--- src/rtl/if_fetch_ctrl_if.sv ---
// Fetch-control bundle: D/M-stage requests in, next-PC select and F/D control out.
// Optional stall_cnt field present only when IF_CTRL_STALL_CNT_EN is defined.
interface if_fetch_ctrl_if #(
  parameter int unsigned CNT_W = 16
);
  logic       stall_req;
  logic       md_busy;
  logic       br_taken;
  logic       jump;
  logic       jr;
  logic       eret;
  logic       int_req;
  logic [2:0] pc_sel;
  logic       pc_en;
  logic       exc_entry;
  logic       flush_fd;
  logic       stall_fd;
  logic       delay;
`ifdef IF_CTRL_STALL_CNT_EN
  logic [CNT_W-1:0] stall_cnt;
`endif

  // Requester side (hazard unit, decode, CP0).
  modport master (
    output stall_req, md_busy, br_taken, jump, jr, eret, int_req,
`ifdef IF_CTRL_STALL_CNT_EN
    input  stall_cnt,
`endif
    input  pc_sel, pc_en, exc_entry, flush_fd, stall_fd, delay
  );

  // Sequencer side.
  modport slave (
    input  stall_req, md_busy, br_taken, jump, jr, eret, int_req,
`ifdef IF_CTRL_STALL_CNT_EN
    output stall_cnt,
`endif
    output pc_sel, pc_en, exc_entry, flush_fd, stall_fd, delay
  );
endinterface

--- src/rtl/if_fetch_ctrl.sv ---
// Fetch-stage sequencer: chooses the next-PC source and advances, holds or flushes
// the PC and F/D register. Arbitrates hazard stalls, D-stage control transfers and
// CP0 exception entry, and tracks delay-slot status of the fetched instruction.
// Optional feature: define IF_CTRL_STALL_CNT_EN to add a saturating stall counter.
module if_fetch_ctrl #(
  parameter int unsigned EXC_BUBBLES = 1,
  parameter int unsigned CNT_W       = 16
) (
  input  logic        Clk,
  input  logic        Reset,
  if_fetch_ctrl_if.slave fc
);

  typedef enum logic [1:0] {StRun, StExc, StEret} state_e;

  localparam logic [2:0] PcPlus4  = 3'd0;
  localparam logic [2:0] PcBranch = 3'd1;
  localparam logic [2:0] PcJump   = 3'd2;
  localparam logic [2:0] PcReg    = 3'd3;
  localparam logic [2:0] PcEpc    = 3'd4;
  localparam logic [2:0] BubInit  = 3'(EXC_BUBBLES);

  state_e     state_q, state_d;
  logic [2:0] bub_q, bub_d;
  logic       delay_q, delay_d;

  logic [2:0] pc_sel;
  logic       pc_en;
  logic       exc_entry;
  logic       flush_fd;
  logic       stall_fd;
  logic       take_ctrl;
  logic       stall;

  assign stall = fc.stall_req | fc.md_busy;

  // Next-state and per-cycle fetch control.
  always_comb begin
    pc_sel    = PcPlus4;
    pc_en     = 1'b1;
    exc_entry = 1'b0;
    flush_fd  = 1'b0;
    stall_fd  = 1'b0;
    take_ctrl = 1'b0;
    state_d   = state_q;
    bub_d     = bub_q;
    unique case (state_q)
      StRun: begin
        if (fc.int_req) begin
          exc_entry = 1'b1;
          flush_fd  = 1'b1;
          state_d   = StExc;
          bub_d     = BubInit;
        end else if (stall) begin
          pc_en    = 1'b0;
          stall_fd = 1'b1;
        end else if (fc.eret) begin
          // eret has no delay slot: the wrong-path fetch is dropped.
          pc_sel   = PcEpc;
          flush_fd = 1'b1;
          state_d  = StEret;
        end else if (fc.br_taken) begin
          pc_sel    = PcBranch;
          take_ctrl = 1'b1;
        end else if (fc.jump) begin
          pc_sel    = PcJump;
          take_ctrl = 1'b1;
        end else if (fc.jr) begin
          pc_sel    = PcReg;
          take_ctrl = 1'b1;
        end
      end
      StExc: begin
        // int_req ignored here: CP0 holds EXL until the handler runs.
        pc_en    = 1'b0;
        flush_fd = 1'b1;
        bub_d    = bub_q - 3'd1;
        if (bub_q <= 3'd1) begin
          state_d = StRun;
          bub_d   = 3'd0;
        end
      end
      StEret: begin
        state_d = StRun;
        if (fc.int_req) begin
          exc_entry = 1'b1;
          flush_fd  = 1'b1;
          state_d   = StExc;
          bub_d     = BubInit;
        end
      end
      default: begin
        state_d = StRun;
        bub_d   = 3'd0;
      end
    endcase
  end

  // Delay-slot flag follows the fetch that is accepted; held while PC is frozen.
  always_comb begin
    delay_d = delay_q;
    if (pc_en) delay_d = take_ctrl;
  end

  // State, bubble counter and delay-slot registers.
  always_ff @(posedge Clk or negedge Reset) begin
    if (!Reset) begin
      state_q <= StRun;
      bub_q   <= 3'd0;
      delay_q <= 1'b0;
    end else begin
      state_q <= state_d;
      bub_q   <= bub_d;
      delay_q <= delay_d;
    end
  end

  assign fc.pc_sel    = pc_sel;
  assign fc.pc_en     = pc_en;
  assign fc.exc_entry = exc_entry;
  assign fc.flush_fd  = flush_fd;
  assign fc.stall_fd  = stall_fd;
  assign fc.delay     = delay_q;

`ifdef IF_CTRL_STALL_CNT_EN
  logic [CNT_W-1:0] cnt_q;

  // Saturating count of effective stall cycles in RUN.
  always_ff @(posedge Clk or negedge Reset) begin
    if (!Reset) begin
      cnt_q <= '0;
    end else if (stall_fd && (cnt_q != {CNT_W{1'b1}})) begin
      cnt_q <= cnt_q + 1'b1;
    end
  end

  assign fc.stall_cnt = cnt_q;
`endif

endmodule

--- src/flat_wrapper.sv ---
// flat-port wrapper written by rule: the top's interface ports become plain ports
module if_fetch_ctrl_flat 
#(
  parameter int unsigned EXC_BUBBLES = 1,
  parameter int unsigned CNT_W       = 16
)
  (Clk, Reset, fc_stall_req, fc_md_busy, fc_br_taken, fc_jump, fc_jr, fc_eret, fc_int_req, fc_pc_sel, fc_pc_en, fc_exc_entry, fc_flush_fd, fc_stall_fd, fc_delay);
  if_fetch_ctrl_if #(.CNT_W(CNT_W)) fc_i ();
  input  logic Clk;
  input  logic Reset;
  input wire logic [$bits(fc_i.stall_req)-1:0] fc_stall_req;
  input wire logic [$bits(fc_i.md_busy)-1:0] fc_md_busy;
  input wire logic [$bits(fc_i.br_taken)-1:0] fc_br_taken;
  input wire logic [$bits(fc_i.jump)-1:0] fc_jump;
  input wire logic [$bits(fc_i.jr)-1:0] fc_jr;
  input wire logic [$bits(fc_i.eret)-1:0] fc_eret;
  input wire logic [$bits(fc_i.int_req)-1:0] fc_int_req;
  output wire logic [$bits(fc_i.pc_sel)-1:0] fc_pc_sel;
  output wire logic [$bits(fc_i.pc_en)-1:0] fc_pc_en;
  output wire logic [$bits(fc_i.exc_entry)-1:0] fc_exc_entry;
  output wire logic [$bits(fc_i.flush_fd)-1:0] fc_flush_fd;
  output wire logic [$bits(fc_i.stall_fd)-1:0] fc_stall_fd;
  output wire logic [$bits(fc_i.delay)-1:0] fc_delay;
  assign fc_i.stall_req = fc_stall_req;
  assign fc_i.md_busy = fc_md_busy;
  assign fc_i.br_taken = fc_br_taken;
  assign fc_i.jump = fc_jump;
  assign fc_i.jr = fc_jr;
  assign fc_i.eret = fc_eret;
  assign fc_i.int_req = fc_int_req;
  assign fc_pc_sel = fc_i.pc_sel;
  assign fc_pc_en = fc_i.pc_en;
  assign fc_exc_entry = fc_i.exc_entry;
  assign fc_flush_fd = fc_i.flush_fd;
  assign fc_stall_fd = fc_i.stall_fd;
  assign fc_delay = fc_i.delay;
  if_fetch_ctrl #(.EXC_BUBBLES(EXC_BUBBLES), .CNT_W(CNT_W)) u_core (.Clk(Clk), .Reset(Reset), .fc(fc_i));
endmodule
--- config.mk ---
export PLATFORM = sky130hd
export DESIGN_NAME = if_fetch_ctrl_flat
export DESIGN_NICKNAME = d
export VERILOG_FILES = /design/src/rtl/if_fetch_ctrl_if.sv /design/src/rtl/if_fetch_ctrl.sv /design/src/flat_wrapper.sv
export SDC_FILE = /design/constraint.sdc
export NUM_CORES = 1
export LEC_CHECK = 0
export CAP_MARGIN = 15
export CORE_AREA = 8 8 45 47
export DETAILED_ROUTE_END_ITERATION = 16
export DIE_AREA = 0 0 53 55
export PLACE_DENSITY = 0.61
export REMOVE_ABC_BUFFERS = 1
export SKIP_CTS_REPAIR_TIMING = 1
export SLEW_MARGIN = 20
export SYNTH_ARGS = -nofsm -noshare
export SYNTH_HDL_FRONTEND = slang
export SYNTH_SLANG_ARGS = --single-unit
--- constraint.sdc ---
create_clock -name Clk -period 1.6 [get_ports Clk]
set_input_delay 0.32 -clock Clk [delete_from_list [all_inputs] [get_ports Clk]]
set_output_delay 0.32 -clock Clk [all_outputs]
set_load 0.005 [all_outputs]
==> results.md <==
- CP Launch Type: register
- Total power: ~0.88 mW
- Ports: 17
- Slowest stage delay, CP: just under 0.4 ns
- Register area share after synthesis: about two fifths
- Cell count after synthesis: 46
- Clock sink total: 6
- Worst Path Max Fanout: 3
- Simple-gate share of the synthesized area: between 20% and 30%
- Post-route ant nets: 0
- CTS max path bufs: 2
- Crit share post-route: 120%
- Port-buffer cells: 16
- Chip Width: approximately 53 microns
- Mux contribution to synthesized area: 0%
- Vias: between 400 and 500
- DR top layer: met3
- Grt total ovfl: 0
- Synth Area in Adders: ~6.7%
- Gr usage total: just over 7%
- Tightest Hold Check Type: input pin to asynchronous set/reset pin
- CP cell instances: or3_4 -> or3_4 -> nor3_2 -> buf_2
- WP data required: roughly 1.3 ns
- HPWL Detailed: 811 microns
- Xor/xnor share of the synthesized area: 0%
- Max-slew violations: 0
- WL met1: around 520 microns
- Nets@finish: 90
- Main combinational cell family by area after synthesis: simple AND/OR/NAND/NOR gates
- CP arrival: around 1.6 ns
- Worst slew margin: between 70% and 80%
- Netlist cell types: 17
- Placed Cells: between 80 and 90
- Run status: finished with violations
- Fmax: between 500 and 600 MHz
- TritonCTS clock tree: done
- Pwr Density: around 1300 nW/um^2
- Skew-Pair Late Insertion Delay: ~0.24 ns
- Ant diodes: 0
- Initial Util: between 20% and 30%
- Most used cell along the critical path: or3_4
- Fin cells: 93
- Worst path buffer plus inverter count: 1
- Wire length on met3: between 100 and 150 microns
- DR iter-0 viols: 2
- Setup TNS: -0.903 ns
- Reg clk slew, reported paths: roughly 0.05 ns
- Final Hold Fails: 0
- Post-Synthesis Mean Instance Area: 8.13 sq um
- Most frequent cells in the layout: buf_4, nor2_1, clkdlybuf4s50_1, buf_2, dfrtp_1
- GP Congestion: approximately 0.75
- Synthesized flop and latch total: 6
- Worst-Margin Slew: 0.349 ns
- Violated checks: setup timing
- Num rows: 14
- Clock skew: between 0.009 and 0.01 ns
- Layout area overhead: 84.6%
- RSZ-0062 raised after global routing: yes
- Worst vdd ir: ~0.00075 V
- Final design utilization: around 50%
- MaxCap Viol Count: 0
- Complex-gate fraction of the synthesized area: 18.4%
- Top delay family on crit path: simple AND/OR/NAND/NOR gates
- Lkg Pwr: between 0.3 and 0.4 nW
- 1st-pass router iterations: 2
- WS Path Type: register to output port
- Slowest stage cell, crit path: or3_4
- Die area: 2920 sq um
- CTS buffer count: 3
- Min Tclk post-route: between 1.5 and 2 ns
- Share of layout cells above drive strength 1: between 40 and 50%
- H-tree depth: 1
- Number of global-route vias before repair: around 360
- Final setup vio count: 4
- Mapped cell area: between 300 and 400 sq um
- Most common cell after layout, fill and taps aside: buf_4
- Yosys warns: 0
- Vias per cell: about 4.5
- Largest net degree at the start of global routing: 8
- Placed Area: just over 600 sq um
- Final Cell Area: approximately 700 sq um
- PnR worst setup slack: -0.323 ns
- Final WL: 1100 microns
- Antenna violations before repair: 0
- Critical Path End Type: output port
- Root buffer cell: clkbuf_4
- Die span in y: around 55 microns
- Metal2 WL: about 460 microns
- Total core area: 1380 sq um
- # DRC: 0
- WL/cell: 11.8 microns
- First-pass GRT wire length: ~1600 microns
per-layer routing:
metal  track usage [%]  vias to the layer above
li1                  -                      222
met1              8.46                      181
met2              9.96                       18
met3              4.55                        0
met4              2.59                        0
met5                 0                        -
synthesized netlist by cell type:
cell type,number,area share [%]
nor2b_1,1,1.7
dfrtp_1,6,40
o21ai_0,4,5.4
o22ai_1,1,1.7
nand2b_1,1,1.7
ha_1,2,6.7
inv_1,5,5.0
or2_2,1,1.7
o32ai_1,1,2.3
nand2_1,4,4.0
nor3b_1,1,2.0
nor2_1,10,10
o21ba_2,1,2.7
nor3_1,2,2.7
o41ai_1,1,2.3
or3_4,2,6.0
a21oi_1,3,4.0
worst paths after layout:
| path | startpoint | endpoint | slack [ns] | depth (start not counted) |
|---|---|---|---|---|
| min reg2reg | u_core.bub_q[2] | u_core.bub_q[2] | 0.47 | 1 |
| min | Reset | u_core.fc.delay | 0.31 | 1 |
| max in group asynchronous | Reset | u_core.state_q[1] | 1.06 | 1 |
| min in group Clk | u_core.bub_q[2] | u_core.bub_q[2] | 0.47 | 1 |
| max reg2reg | u_core.state_q[1] | u_core.fc.delay | 0.09 | 3 |
| max | u_core.state_q[1] | fc_pc_sel[1] | -0.32 | 4 |
metrics by stage:
| step | setup slack [ns] | hold slack (ns) |
|---|---|---|
| floorplan | -0.0805 | 0.0244 |
| global placement | -0.846 | 0.471 |
| finish | -0.323 | 0.315 |
| global route | -0.389 | 0.340 |
| detailed placement | -0.854 | 0.471 |
| CTS | -0.854 | 0.317 |
logic make-up (layout without fill, tap and decap cells):
| kind of cell | Yosys count | in the layout |
|---|---|---|
| adders and majority gates | 2 | 2 |
| and+or+nand+nor | 22 | 22 |
| DFF | 6 | 6 |
| buffers and inverters | 5 | 36 |
| AOI/OAI and AO/OA | 11 | 11 |
layout make-up:
cell class / instances / area, sq um
timing repair buffer: 28 / 238
tap: 16 / 20.0
sequential: 6 / 150
inverter: 5 / 18.8
multi-input combinational: 35 / 241
fill: 142 / 693
clock buffer: 3 / 22.5
sequential cells by signal, indices dropped and copies added, names as in the netlist:
| name | cells |
|---|---|
| u_core.state_q | 2 |
| u_core.fc.delay | 1 |
| u_core.bub_q | 3 |
power breakdown:
group	switching [mW]	internal, mW	total, mW
Clock	0.0531	0.0847	0.138
Combinational	0.203	0.292	0.495
Sequential	0.0417	0.202	0.244
Total	0.297	0.579	0.876
No activity file was read; power rests on OpenSTA's default activity.
